`src/rtl/board_io_pkg.sv`:
```
// Board I/O constants shared by the switch, LED and seven-segment front ends.
// Also holds the switch debouncer FSM state type and a width helper.
package board_io_pkg;
   localparam int         SW_W                = 10;
   localparam int         LED_W               = 10;
   localparam int         HEX_W               = 7;
   localparam int         SW_DEBOUNCE_DEFAULT = 500000;
   localparam logic [6:0] HEX_BLANK           = 7'h7F;

   typedef enum logic {
      DBN_INIT = 1'b0,
      DBN_RUN  = 1'b1
   } dbn_state_e;

   // Index width for an encoder over w inputs, never narrower than one bit.
   function automatic int idx_width(input int w);
      return (w > 1) ? $clog2(w) : 1;
   endfunction
endpackage

```
`src/rtl/sw_debounce_bit.sv`:
```
// One switch: 2-FF synchroniser, stability counter, debounced level and rise/fall pulse regs.
// Level follows raw 2+DEBOUNCE_CYCLES clk after a clean edge; no backpressure, pulses are one cycle.
module sw_debounce_bit #(
   parameter int DEBOUNCE_CYCLES = 4,
   parameter int CNT_W           = 3
) (
   input  logic clk,
   input  logic reset,
   input  logic raw,
   input  logic en_run,
   output logic level,
   output logic rise,
   output logic fall
);
   localparam logic [CNT_W-1:0] CNT_TERM = CNT_W'(DEBOUNCE_CYCLES - 1);

   logic             s1_q, s1_d;
   logic             s2_q, s2_d;
   logic             level_q, level_d;
   logic             rise_q, rise_d;
   logic             fall_q, fall_d;
   logic [CNT_W-1:0] cnt_q, cnt_d;

   always_comb begin
      s1_d    = raw;
      s2_d    = s1_q;
      level_d = level_q;
      cnt_d   = '0;
      rise_d  = 1'b0;
      fall_d  = 1'b0;
      if (!en_run) begin
         // Outside RUN the level tracks the input so power-up state never looks like an edge.
         level_d = s2_q;
      end else if (s2_q != level_q) begin
         if (cnt_q == CNT_TERM) begin
            level_d = s2_q;
            rise_d  = s2_q;
            fall_d  = ~s2_q;
         end else begin
            cnt_d = cnt_q + CNT_W'(1);
         end
      end
   end

   always_ff @(posedge clk or posedge reset) begin
      if (reset) begin
         s1_q    <= 1'b0;
         s2_q    <= 1'b0;
         level_q <= 1'b0;
         rise_q  <= 1'b0;
         fall_q  <= 1'b0;
         cnt_q   <= '0;
      end else begin
         s1_q    <= s1_d;
         s2_q    <= s2_d;
         level_q <= level_d;
         rise_q  <= rise_d;
         fall_q  <= fall_d;
         cnt_q   <= cnt_d;
      end
   end

   assign level = level_q;
   assign rise  = rise_q;
   assign fall  = fall_q;
endmodule

```
`src/rtl/sw_debounce_edge.sv`:
```
// Switch bank front end: INIT/RUN sequencing over per-bit debouncers plus rise-event encoder.
// Events appear in the same cycle as sw_rise; no backpressure, consumers must take every pulse.
module sw_debounce_edge
   import board_io_pkg::*;
#(
   parameter int  WIDTH           = SW_W,
   parameter int  DEBOUNCE_CYCLES = SW_DEBOUNCE_DEFAULT,
   localparam int CNT_W           = $clog2(DEBOUNCE_CYCLES + 2),
   localparam int IDX_W           = idx_width(WIDTH)
) (
   input  logic             clk,
   input  logic             reset,
   input  logic [WIDTH-1:0] sw_raw,
   output logic             ready,
   output logic [WIDTH-1:0] sw_level,
   output logic [WIDTH-1:0] sw_rise,
   output logic [WIDTH-1:0] sw_fall,
   output logic             event_valid,
   output logic [IDX_W-1:0] event_idx,
   output logic             event_multi
);
   localparam logic [CNT_W-1:0] INIT_TERM = CNT_W'(DEBOUNCE_CYCLES + 1);

   dbn_state_e       state_q, state_d;
   logic [CNT_W-1:0] init_cnt_q, init_cnt_d;
   logic             en_run;

   always_comb begin
      state_d    = state_q;
      init_cnt_d = init_cnt_q;
      case (state_q)
         DBN_INIT: begin
            if (init_cnt_q == INIT_TERM) begin
               state_d = DBN_RUN;
            end else begin
               init_cnt_d = init_cnt_q + CNT_W'(1);
            end
         end
         DBN_RUN: state_d = DBN_RUN;
         default: state_d = DBN_INIT;
      endcase
   end

   always_ff @(posedge clk or posedge reset) begin
      if (reset) begin
         state_q    <= DBN_INIT;
         init_cnt_q <= '0;
      end else begin
         state_q    <= state_d;
         init_cnt_q <= init_cnt_d;
      end
   end

   assign en_run = (state_q == DBN_RUN);
   assign ready  = en_run;

   for (genvar g = 0; g < WIDTH; g++) begin : g_bit
      sw_debounce_bit #(
         .DEBOUNCE_CYCLES(DEBOUNCE_CYCLES),
         .CNT_W          (CNT_W)
      ) u_bit (
         .clk   (clk),
         .reset (reset),
         .raw   (sw_raw[g]),
         .en_run(en_run),
         .level (sw_level[g]),
         .rise  (sw_rise[g]),
         .fall  (sw_fall[g])
      );
   end

   // Descending scan so the lowest set bit is the last writer.
   always_comb begin
      event_idx = '0;
      for (int i = WIDTH - 1; i >= 0; i--) begin
         if (sw_rise[i]) event_idx = IDX_W'(i);
      end
   end

   assign event_valid = |sw_rise;
   assign event_multi = |(sw_rise & (sw_rise - WIDTH'(1)));
endmodule
```
`config.mk`:
```
export PLATFORM = sky130hd
export DESIGN_NAME = sw_debounce_edge
export DESIGN_NICKNAME = d
export VERILOG_FILES = /design/src/rtl/board_io_pkg.sv /design/src/rtl/sw_debounce_bit.sv /design/src/rtl/sw_debounce_edge.sv
export SDC_FILE = /design/constraint.sdc
export NUM_CORES = 1
export LEC_CHECK = 0
export ABC_AREA = 1
export CAP_MARGIN = 10
export CORE_ASPECT_RATIO = 0.6
export CORE_MARGIN = 2
export CORE_UTILIZATION = 69
export CTS_BUF_LIST = sky130_fd_sc_hd__clkbuf_2
export CTS_CLUSTER_SIZE = 8
export DETAILED_ROUTE_END_ITERATION = 8
export PLACE_DENSITY = 0.88
export SYNTH_ARGS = -nofsm -noshare
export SYNTH_HDL_FRONTEND = slang
export SYNTH_SLANG_ARGS = --single-unit
```
`constraint.sdc`:
```
create_clock -name clk -period 24.5 [get_ports clk]
set_clock_uncertainty 0.2 [all_clocks]
set_input_delay 3.675 -clock clk [delete_from_list [all_inputs] [get_ports clk]]
set_output_delay 3.675 -clock clk [all_outputs]
set_load 0.01 [all_outputs]
```
==> results of run 1 <==
[final timing paths]
path                       depth (start not counted)  slack [ns]                                 end                          start
setup / recovery                                   7       17.83                         event_multi  g_bit[0].u_bit.rise$_DFF_PP0_
min in group asynchronous                          2        3.11   g_bit[8].u_bit.cnt_q[0]$_DFF_PP0_                          reset
hold reg to reg                                    0        0.13       g_bit[2].u_bit.s2_q$_DFF_PP0_  g_bit[2].u_bit.s1_q$_DFF_PP0_
setup reg to reg                                   9       22.10  g_bit[1].u_bit.cnt_q[17]$_DFF_PP0_                ready$_DFF_PP0_
max in group asynchronous                          3       19.43  g_bit[1].u_bit.cnt_q[16]$_DFF_PP0_                          reset
hold / removal                                     0        0.13       g_bit[2].u_bit.s2_q$_DFF_PP0_  g_bit[2].u_bit.s1_q$_DFF_PP0_
[synthesized netlist by cell type (all sizes together)]
library cell / instances / area share (%)
nand2: 535 / 14
nor2: 505 / 14
dfrtp: 260 / 46
inv: 226 / 6.1
nand3: 85 / 3.0
xor2: 55 / 3.4
buf: 48 / 2.6
nand4: 48 / 2.1
o21ai: 39 / 1.4
nor3: 27 / 1.0
xnor2: 27 / 1.7
a21oi: 15 / 0.59
nand3b: 13 / 0.70
ha: 12 / 1.1
o21a: 10 / 0.54
o21bai: 7 / 0.37
o211ai: 6 / 0.32
or2: 2 / 0.089
a21boi: 1 / 0.054
a31oi: 1 / 0.045
clkbuf: 1 / 0.027
[where the power goes]
part | switching, mW | leakage, nW | internal [mW]
clock | 0.166 | 0.366 | 0.0951
combinational | 0.00997 | 2.60 | 0.00407
sequential | 0.00242 | 3.55 | 0.431
[state kept, by name (all words and copies together) (netlist names)]
name	cells
ready	1
g_bit.u_bit.s1_q	10
g_bit.u_bit.cnt_q	190
g_bit.u_bit.fall	10
g_bit.u_bit.rise	10
init_cnt_q	19
g_bit.u_bit.level	10
g_bit.u_bit.s2_q	10
[worst register-to-register path, stage by stage (launching register included)]
cell	delay [ns]
dfrtp_1	0.38
buf_4	0.39
inv_4	0.26
nor2_1	0.16
nand2_1	0.07
nand2_1	0.08
inv_1	0.06
nor2_1	0.43
nand2_1	0.14
nor2_1	0.14
[per-layer routing]
metal  global-route usage, %  wire length (um)  vias up
met5                       0                 0        -
met3                    8.64              3190       52
met2                    44.5             13200      543
met4                    8.71               489        0
met1                    46.9             15200     5652
li1                        -                 -     6062
[through the flow]
step / power [mW] / worst slack (ns) / instance area [sq um] / hold slack, ns / utilization, %
2_1_floorplan: 0.451 / 13.47 / 14000 / 0.131 / -
3_3_place_gp: 0.456 / 18.45 / 14500 / 0.133 / 72.7
3_5_place_dp: 0.457 / 18.42 / 14500 / 0.135 / 72.7
4_1_cts: 0.717 / 17.82 / 15000 / 0.130 / 75.1
5_1_grt: 0.742 / 17.69 / 15000 / 0.158 / 75.1
6_report: 0.709 / 17.83 / 15000 / 0.133 / 75.1
[final cells by class]
cell class	count	area [sq um]	area share, %
flip-flops and latches	260	6510	43.4
multi-input cells	1388	6310	42.0
inverters	226	858	5.72
repair buffers	51	503	3.35
clock buffers	77	385	2.57
well taps	273	342	2.28
clock inverters	20	103	0.684
[cells by family after synthesis]
family                   share of synthesized area [%]
AO/OA/AOI/OAI                                     3.32
XOR/XNOR                                          5.12
adder cells (fa/ha/maj)                           1.07
buffers and inverters                             8.64
flip-flops                                        46.4
AND/OR/NAND/NOR                                   35.5
==> reports/summary.md, run 1 <==
The flow ran to the end, and the final reports show no timing, DRC or antenna violations. The worst setup path category was reg -> out. IR analysis of the VDD net gives a maximum drop of 0.0000328 V. Leaving out fill and tap cells, the most frequent cells in the layout are 534 x nand2_1, 477 x nor2_1, 260 x dfrtp_1. Along the worst path, the maximum fanout reaches 5. The tools report the startpoint kind of the worst setup timing path as a flop.

The number of antenna diodes in the final layout is 0. In the final layout, the share of cells above drive strength 1 is 6.18%. The overall die width is 188 um.

The sum of overflow across all layers after global routing came out at 0. The area growth from synthesis to final layout came out at 6.98%. In this run, the number of DRC markers left after iteration 0 of detailed routing was 1357.

The signal on the critical path passes through nor2_1 -> nand2_1 -> o21ai_0 -> nand2_1 -> nand2_1 -> nand3_1 -> clkdlybuf4s50_1. At the end of routability-driven placement, the weighted congestion stood at 0.977. For this design the static power due to leakage is 6.51 nW. For the total nets after synthesis, the log shows 1947.

For this run, the number of standard cells in the final layout without fillers is 2295. Summing every instance area after synthesis gives 14000 sq um. TritonCTS built the clock tree. The highest clock frequency the design can meet was 150 MHz; the arrival time at the worst endpoint was 2.80 ns.

Counting along the longest clock path gives a buffer depth of 3. The CTS root buffer was clkbuf_2. Detailed routing inserted a total of 12.3k vias. Fill cells in the final layout number 1548.

The critical path buffer and inverter count works out to 1. The floorplan has 40 rows. The number of instances resized during post-cts repair is 0. Entering global routing, the biggest net connects 116 pins. In the final timing run, aggregate negative setup slack is 0 ns. The routed length per instance works out to 14.0 um. Once placement completed, the tool counted placed cells totaling 2198. Measured along the y axis, the die boundary spans 114 um. The count of boundary I/O pins is 49.

For this run, the total global-route usage over all layers was measured as 31.2%. Before antenna repair, the detailed router went through 6 iterations. STA classifies the critical path endpoint as an output port.

Post-synthesis register bit count: 260. The highest-delay cell along the critical path is clkdlybuf4s50_1. The final clock period utilization by the worst path is 27.2%, and the total power density per cell area is 47.3 nW/um^2.

The floorplan step defined a die boundary enclosing 21500 sq um. Total setup buffers inserted after CTS: 0. The clock-pin slew on the worst setup and hold paths is 0.11 ns, and the H-tree level count is 2.

Initial antenna violation count: 0. The number of setup violations in the final report is 0, and the remaining antenna violation count is 0. For this design, the sink count on the clock tree is 260. Yosys printed 0 warnings.

Counting distinct cell types in the post-synthesis netlist gives 32. The final hold violation count is 0, and the post-detailed-route DRC marker count is 0. The tools report the number of global-route vias before repair as 11.5k.

Using the TritonRoute via totals, the vias-per-cell ratio works out to 5.36. Setup repair after global routing left no endpoint under its margin. By instance count, the cell type seen most on the critical path is nand2_1. For the number of hold-repair buffers added at the cts stage, the log shows 0. Synthesis produced a netlist whose cell count is 1923. Once the floorplan was initialized, standard cells occupied 70.2% of the core. A synthesized cell averages 7.29 sq um. The tools report the number of nets in the layout as 2009. The type of the tightest min-delay check was reg -> reg.

The number of CTS-inserted buffers came out at 58. The final layout contains routed wiring with a total length of 32000 um. The sequential share of the synthesized area was 46.4%; the clock period minus worst slack was 6.67 ns. The measured slew at the worst slew-check pin works out to 1.02 ns. The half-perimeter wire length after placement was 23400 um; the tightest slew margin relative to the limit was 32.1%. The count of pins over their slew limit came out at 0. The gate family responsible for the most delay along the worst path is simple AND/OR/NAND/NOR gates.

Leaving out fill and tap cells, the most frequent cell in the layout is nand2_1. The tools report the clock insertion delay at the later pin of the skew report as 0.90 ns. Max-cap violations in this run came to 0. The delay of the slowest cell on the worst path came out at 0.48 ns. The first-pass GRT wire length is 54500 um, and the area of the core is 20000 sq um. At the worst endpoint, the required time is 20.62 ns.

Buffers placed on the I/O ports in this run total 48.
(Power assumes the default switching activity.)
==> run 2, diff against run 1 <==
- CORE_UTILIZATION: 69 -> 64
- PLACE_DENSITY: 0.88 -> 0.83
- clock period: 24.5 -> 6.7 ns (I/O delays scaled with it)
==> reports/summary.md, run 2 (synthesis gave the netlist of run 1 again) <==
The number of iterations in the first detailed-routing pass was 7 (was 6); the half-perimeter wire length after placement was 22800 um (was 23400 um). The tools report the first-pass GRT wire length as 53400 um (was 54500 um). Violation count after the first detailed-route iteration: 1320 (was 1357). Routed length per instance: 13.6 um (was 14.0 um). The type of the tightest min-delay check was reg -> reg (unchanged). Remaining antenna violation count: 0 (unchanged). The depth of the most critical reg-to-reg path works out to 9 (unchanged).

The total setup buffers inserted after CTS is 0 (unchanged). The number of CTS-inserted buffers came out at 59 (was 58). For the final hold violation count, the log shows 0 (unchanged). The tightest slew margin relative to the limit was 39.6% (was 32.1%); the vias after detailed routing was 12.2k (was 12.3k).

The flow ran to the end, and the final reports show no timing, DRC or antenna violations. Post-detailed-route DRC marker count: 0 (unchanged). The clock-pin slew on the worst setup and hold paths came out at 0.12 ns (was 0.11 ns). The worst setup path category is reg -> out (unchanged).

Dividing the final minimum period by the clock period gives 57.7%. Worst vdd rail ir drop: 0.000114 V (was 0.0000328 V). The leading cell type in the layout, fill and taps excluded is nand2_1 (unchanged). TritonCTS built the clock tree.

The tools report the sum of overflow across all layers after global routing as 0 (unchanged). The detailed-route vias per instance was 5.27 (was 5.36). Effective utilization at floorplan: 66.0% (was 70.2%). Setup repair after global routing left no endpoint under its margin. Largest register by flop count: g_bit.u_bit.cnt_q (unchanged). Count of pins over their slew limit: 0 (unchanged). The run gives 0.143 ns (was 0.133 ns) as the worst-case hold slack.

The measured slew at the worst slew-check pin is 0.907 ns (was 1.02 ns), and the arrival time at the worst endpoint is 2.66 ns (was 2.80 ns). The count of buffers inserted at the top-level ports came out at 48 (unchanged). For the number of buffers on the longest clock path, the log shows 3 (unchanged). The max-cap violation count was 0 (unchanged); the static leakage was 6.53 nW (was 6.51 nW). Final design utilization: 70.9% (was 75.1%). The number of hold-repair buffers added at the cts stage is 0 (unchanged). The area growth from synthesis to final layout is 7.32% (was 6.98%), and the H-tree level count is 2 (unchanged). Overall die width: 195 um (was 188 um). The fraction of final layout cells with drive strength greater than 1 was 6.70% (was 6.18%). Type of element capturing the critical path: an output port (unchanged). The required arrival time at the worst endpoint is 5.49 ns (was 20.62 ns), and the area of the die is 23200 sq um (was 21500 sq um).

The height of the die came out at 119 um (was 114 um). The total power density per cell area came out at 174 nW/um^2 (was 47.3 nW/um^2). The CTS root buffer was clkbuf_2 (unchanged).

Top Registers: g_bit.u_bit.cnt_q x190, init_cnt_q x19 (unchanged). The post-layout total power came out at 2.62 mW (was 709 uW). The maximum number of pins on one net before global-route repair was 174 (was 116); the aggregate global-route resource usage was 28.1% (was 31.2%). The number of setup violations in the final report was 0 (unchanged); the number of global-route vias before repair was 11.3k (was 11.5k). Cell count of the worst hold path: 0 (unchanged).

The logs give 49 (unchanged) for the count of boundary I/O pins and 0.94 ns (was 0.90 ns) for the clock insertion delay at the later pin of the skew report. The cell row count came out at 41 (was 40). The run gives 21200 sq um (was 20000 sq um) as the area of the core. Startpoint kind of the worst setup timing path: a flop (unchanged). The placer congestion estimate is 0.947 (was 0.977). Initial antenna violation count: 1 (was 0). The aggregate negative setup slack is 0 ns (unchanged). The number of flip-flops in the largest register is 190 (unchanged), and the number of sinks driven by the clock tree is 260 (unchanged).

The highest clock frequency the design can meet is 259 MHz, and the clock period minus worst slack is 3.87 ns. The number of instances resized during post-cts repair came out at 0 (unchanged). The maximum fanout along the worst path is 5 (unchanged). Leading cell types in the layout, fill and taps excluded: 534 x nand2_1, 477 x nor2_1, 260 x dfrtp_1 (unchanged). The run gives 2010 (was 2009) as the number of nets in the layout. The run gives 31400 um (was 32000 um) as the final wirelength.
==> run 2: cell types whose count changed in the layout (fill, tap and decap cells not counted) <==
cell        delta
diode_2        +2
clkinv_2       +1
buf_12         +1
clkbuf_2       +8
inv_8          -1
clkinvlp_4     +3
buf_4          -1
bufinv_16      -1
clkinv_1       -2
inv_2          +1
==> run 2: cell type report <==
type	instances	area (sq um)
flip-flops and latches	260	6510
multi-input cells	1388	6310
fillers	1786	6190
inverters	226	855
repair buffers	51	515
clock buffers	85	425
well taps	279	349
clock inverters	21	88.8
diodes	2	5.00
==> run 2: layer usage <==
| layer | routed length, um | part of all wire [%] | vias up | GRT usage, % |
|---|---|---|---|---|
| met5 | 0 | 0 | - | 0 |
| met1 | 15700 | 50 | 5597 | 43.4 |
| met2 | 12500 | 40 | 447 | 39.5 |
| li1 | - | - | 6069 | - |
| met4 | 771 | 2.5 | 0 | 8.87 |
| met3 | 2500 | 8.0 | 65 | 5.48 |
==> run 2: stage by stage <==
| stage | std cells | area (sq um) | setup slack [ns] |
|---|---|---|---|
| after detailed placement | 2204 | 14500 | 3.53 |
| final | 2312 | 15100 | 2.83 |
| after CTS | 2310 | 15000 | 2.75 |
| after floorplan | 1923 | 14000 | 2.07 |
| after global routing | 2312 | 15100 | 2.56 |
| after global placement | 2204 | 14500 | 3.54 |
==> run 2: power by group <==
part           internal, mW  switching (mW)  total (mW)
clock network         0.343           0.635       0.978
logic                0.0156          0.0361      0.0517
registers              1.58         0.00948        1.59
total                  1.94           0.681        2.62
==> run 2: path summary, 6_finish.rpt <==
check	from	endpoint	slack (ns)
hold / removal	g_bit[3].u_bit.s1_q$_DFF_PP0_	g_bit[3].u_bit.s2_q$_DFF_PP0_	0.14
setup / recovery	g_bit[0].u_bit.rise$_DFF_PP0_	event_multi	2.83
max in group asynchronous	reset	g_bit[2].u_bit.cnt_q[8]$_DFF_PP0_	4.52
min in group asynchronous	reset	g_bit[8].u_bit.cnt_q[12]$_DFF_PP0_	0.36
setup reg to reg	ready$_DFF_PP0_	g_bit[4].u_bit.cnt_q[13]$_DFF_PP0_	4.50
hold reg to reg	g_bit[3].u_bit.s1_q$_DFF_PP0_	g_bit[3].u_bit.s2_q$_DFF_PP0_	0.14
==> run 2: worst max-delay path, cell delays in order, from the launching register on <==
cell and delay [ns]:
dfrtp_1 0.43, nor2_1 0.21, nand2_1 0.16, nor2_1 0.16, nor2_1 0.06, nor2_1 0.10
nand3_1 0.14, clkdlybuf4s50_1 0.52
==> run 3, diff against run 2 <==
- clock period: 6.7 -> 3.65 ns (I/O delays scaled with it)
==> reports/summary.md, run 3 (synthesis gave the netlist of run 1 again) <==
The area of the core is 21200 sq um (unchanged). The critical hold path startpoint is g_bit[8].u_bit.s1_q$_DFF_PP0_ (was g_bit[3].u_bit.s1_q$_DFF_PP0_). The count of buffers inserted at the top-level ports is 48 (unchanged), and the worst setup slack after layout is 0.259 ns (was 2.83 ns). The H-tree level count was 2 (unchanged); the share of total power in sequential cells was 59.3% (was 60.7%). The tightest slew margin relative to the limit was 47.4% (was 39.6%). The tools report the half-perimeter wire length after placement as 22800 um (about the same). The clock period minus worst slack works out to 3.39 ns.

The maximum fanout along the worst path works out to 5 (unchanged). Leading cell types in the layout, fill and taps excluded: 534 x nand2_1, 473 x nor2_1, 260 x dfrtp_1 (was 534 x nand2_1, 477 x nor2_1, 260 x dfrtp_1). The detailed-route vias per instance came out at 5.25 (was 5.27).

The run gives 0 (unchanged) as the number of setup violations in the final report. Reg-to-reg setup timing slack: 1.18 ns (was 4.50 ns). Overall die width: 195 um (unchanged). The final hold violation count was 0 (unchanged); the cell-internal power was 3.65 mW (was 1.94 mW).

Max-cap violation count: 0 (unchanged). The fraction of final layout cells with drive strength greater than 1 is 7.09% (was 6.70%), and the static leakage is 6.64 nW (was 6.53 nW). The reg-to-reg startpoint was ready$_DFF_PP0_ (unchanged). Leading cell type in the layout, fill and taps excluded: nand2_1 (unchanged). The clock insertion delay at the later pin of the skew report came out at 0.92 ns (was 0.94 ns).

Switching power of the nets: 1.26 mW (was 681 uW). The count of boundary I/O pins came out at 49 (unchanged). The largest register by flop count was g_bit.u_bit.cnt_q (unchanged). The number of flip-flops in the largest register is 190 (unchanged), and the required arrival time at the worst endpoint is 2.90 ns (was 5.49 ns).

For the first-pass GRT wire length, the log shows 54000 um (was 53400 um). The count of pins over their slew limit was 0 (unchanged). The initial antenna violation count is 1 (unchanged), and the height of the die is 119 um (unchanged). The tools report the area of the die as 23200 sq um (unchanged).

For the worst vdd rail ir drop, the log shows 0.000399 V (was 0.000114 V). The number of global-route vias before repair was 11.3k (about the same). The placer congestion estimate was 0.944 (was 0.947); the maximum number of pins on one net before global-route repair was 61 (was 174). For the effective utilization at floorplan, the log shows 66.0% (unchanged). The type of the tightest min-delay check was reg -> reg (unchanged).

The final wirelength is 31600 um (was 31400 um), and the clock-pin slew on the worst setup and hold paths is 0.12 ns (about the same). The run gives 2326 (was 2312) as the count of placed standard cells in the final layout, fillers left out. The CTS root buffer is clkbuf_2 (unchanged). The tools report the destination of the worst hold path as g_bit[8].u_bit.s2_q$_DFF_PP0_ (was g_bit[3].u_bit.s2_q$_DFF_PP0_). The cell row count was 41 (unchanged). The number of nets in the layout was 2025 (was 2010). Derived from the worst setup path, the maximum achievable clock frequency is 295 MHz.

Combinational group share of total power: 2.3% (was 2.0%). Area growth from synthesis to final layout: 8.78% (was 7.32%). For the total instance count after detailed placement, the log shows 2207 (was 2204).

The final design utilization is 71.8% (was 70.9%). The post-detailed-route DRC marker count came out at 1 (was 0). The worst setup path category is reg -> out (unchanged). The depth of the most critical reg-to-reg path was 8 (was 9). The number of iterations in the first detailed-routing pass is 9 (was 7).

Top Registers: g_bit.u_bit.cnt_q x190, init_cnt_q x19 (unchanged). The routed length per instance is 13.6 um (about the same). The checks that failed: design-rule violations. The cell count of the worst hold path was 0 (unchanged). The run gives 14600 sq um (was 14500 sq um) as the cell area after placement.

The startpoint kind of the worst setup timing path is a flop (unchanged). Arrival time at the worst endpoint: 2.64 ns (was 2.66 ns). For the number of sinks driven by the clock tree, the log shows 260 (unchanged). The tools report the type of element capturing the critical path as an output port (unchanged).

The violation count after the first detailed-route iteration was 1243 (was 1320); the sum of overflow across all layers after global routing was 0 (unchanged). The run gives 3 (unchanged) as the number of buffers on the longest clock path. Setup repair after global routing left no endpoint under its margin. TritonCTS built the clock tree. The run gives 1.15 ns (was 3.53 ns) as the post-place setup slack. The vias after detailed routing is 12.2k (about the same). The final critical path takes up 92.9% of the cycle. The tools report the worst-case hold slack as 0.143 ns (about the same). End of the worst register-to-register path: g_bit[8].u_bit.cnt_q[2]$_DFF_PP0_ (was g_bit[4].u_bit.cnt_q[13]$_DFF_PP0_). The clock share of power was 38.4% (was 37.4%); the total power density per cell area was 322 nW/um^2 (was 174 nW/um^2). The remaining antenna violation count is 0 (unchanged), and the number of CTS-inserted buffers is 60 (was 59). The flow ran to the end, but the final reports show violations. The switching part of the total was 25.7% (was 26.0%). The measured slew at the worst slew-check pin came out at 0.788 ns (was 0.907 ns). The run gives 28.4% (was 28.1%) as the aggregate global-route resource usage. The run gives 15300 sq um (was 15100 sq um) as the final instance area.
-- run 3: cell count changes in the layout (fill, tap and decap cells not counted), moves of 2 or more --
cell	previous run	this run
dlygate4sd3_1	0	11
nor2_1	477	473
nor2_2	25	29
buf_12	1	4
clkbuf_2	85	88
clkinvlp_4	3	1
-- run 3: worst max-delay path by stage --
stage	from	end	slack [ns]
2_1_floorplan	reset	g_bit[0].u_bit.cnt_q[0]$_DFF_PP0_	-0.53
3_3_place_gp	g_bit[3].u_bit.rise$_DFF_PP0_	event_multi	1.23
3_5_place_dp	g_bit[3].u_bit.rise$_DFF_PP0_	event_multi	1.15
4_1_cts	g_bit[3].u_bit.rise$_DFF_PP0_	event_multi	0.14
5_1_grt	g_bit[4].u_bit.rise$_DFF_PP0_	event_multi	0.05
6_report	g_bit[3].u_bit.rise$_DFF_PP0_	event_multi	0.26
-- run 3: cell type report --
| type | instances | area (sq um) |
|---|---|---|
| Clock inverter | 19 | 101 |
| Multi-Input combinational cell | 1388 | 6320 |
| Antenna cell | 1 | 2.50 |
| Inverter | 226 | 855 |
| Sequential cell | 260 | 6510 |
| Timing Repair Buffer | 65 | 686 |
| Fill cell | 1791 | 5980 |
| Clock buffer | 88 | 440 |
| Tap cell | 279 | 349 |
-- run 3: power by group through the flow --
stage	logic, mW	clock network [mW]	registers (mW)
2_1_floorplan	0.0631	0	2.96
6_report	0.114	1.89	2.91
3_3_place_gp	0.108	0	2.97
5_1_grt	0.130	2.10	2.92
3_5_place_dp	0.109	0	2.97
4_1_cts	0.118	1.95	2.91
-- run 3: critical path, cell delays in order, from the launching register on --
cell	delay (ns)
dfrtp_1	0.43
nor2_2	0.17
nand2_1	0.16
nor2_2	0.14
nor2_1	0.06
nor2_1	0.10
nand3_1	0.16
clkdlybuf4s50_1	0.53
-- run 3: stage by stage --
stage,setup TNS [ns],power (mW)
floorplan,-136.52,3.03
global placement,0,3.08
detailed placement,0,3.08
CTS,0,4.98
global route,0,5.15
finish,0,4.91
-- run 3: what timing repair did --
action	in CTS	in global routing
buffers inserted	0	0
hold buffers	11	0
resized for setup	0	4
endpoints found under the setup margin	0	1
hold endpoints to repair	30	0
-- run 3: per-layer routing --
metal	track usage, %	part of all wire [%]	up-vias
met1	44.4	50	5658
li1	-	-	6099
met3	6.36	8.0	42
met5	0	0	-
met4	7.30	1.4	0
met2	39.5	41	415
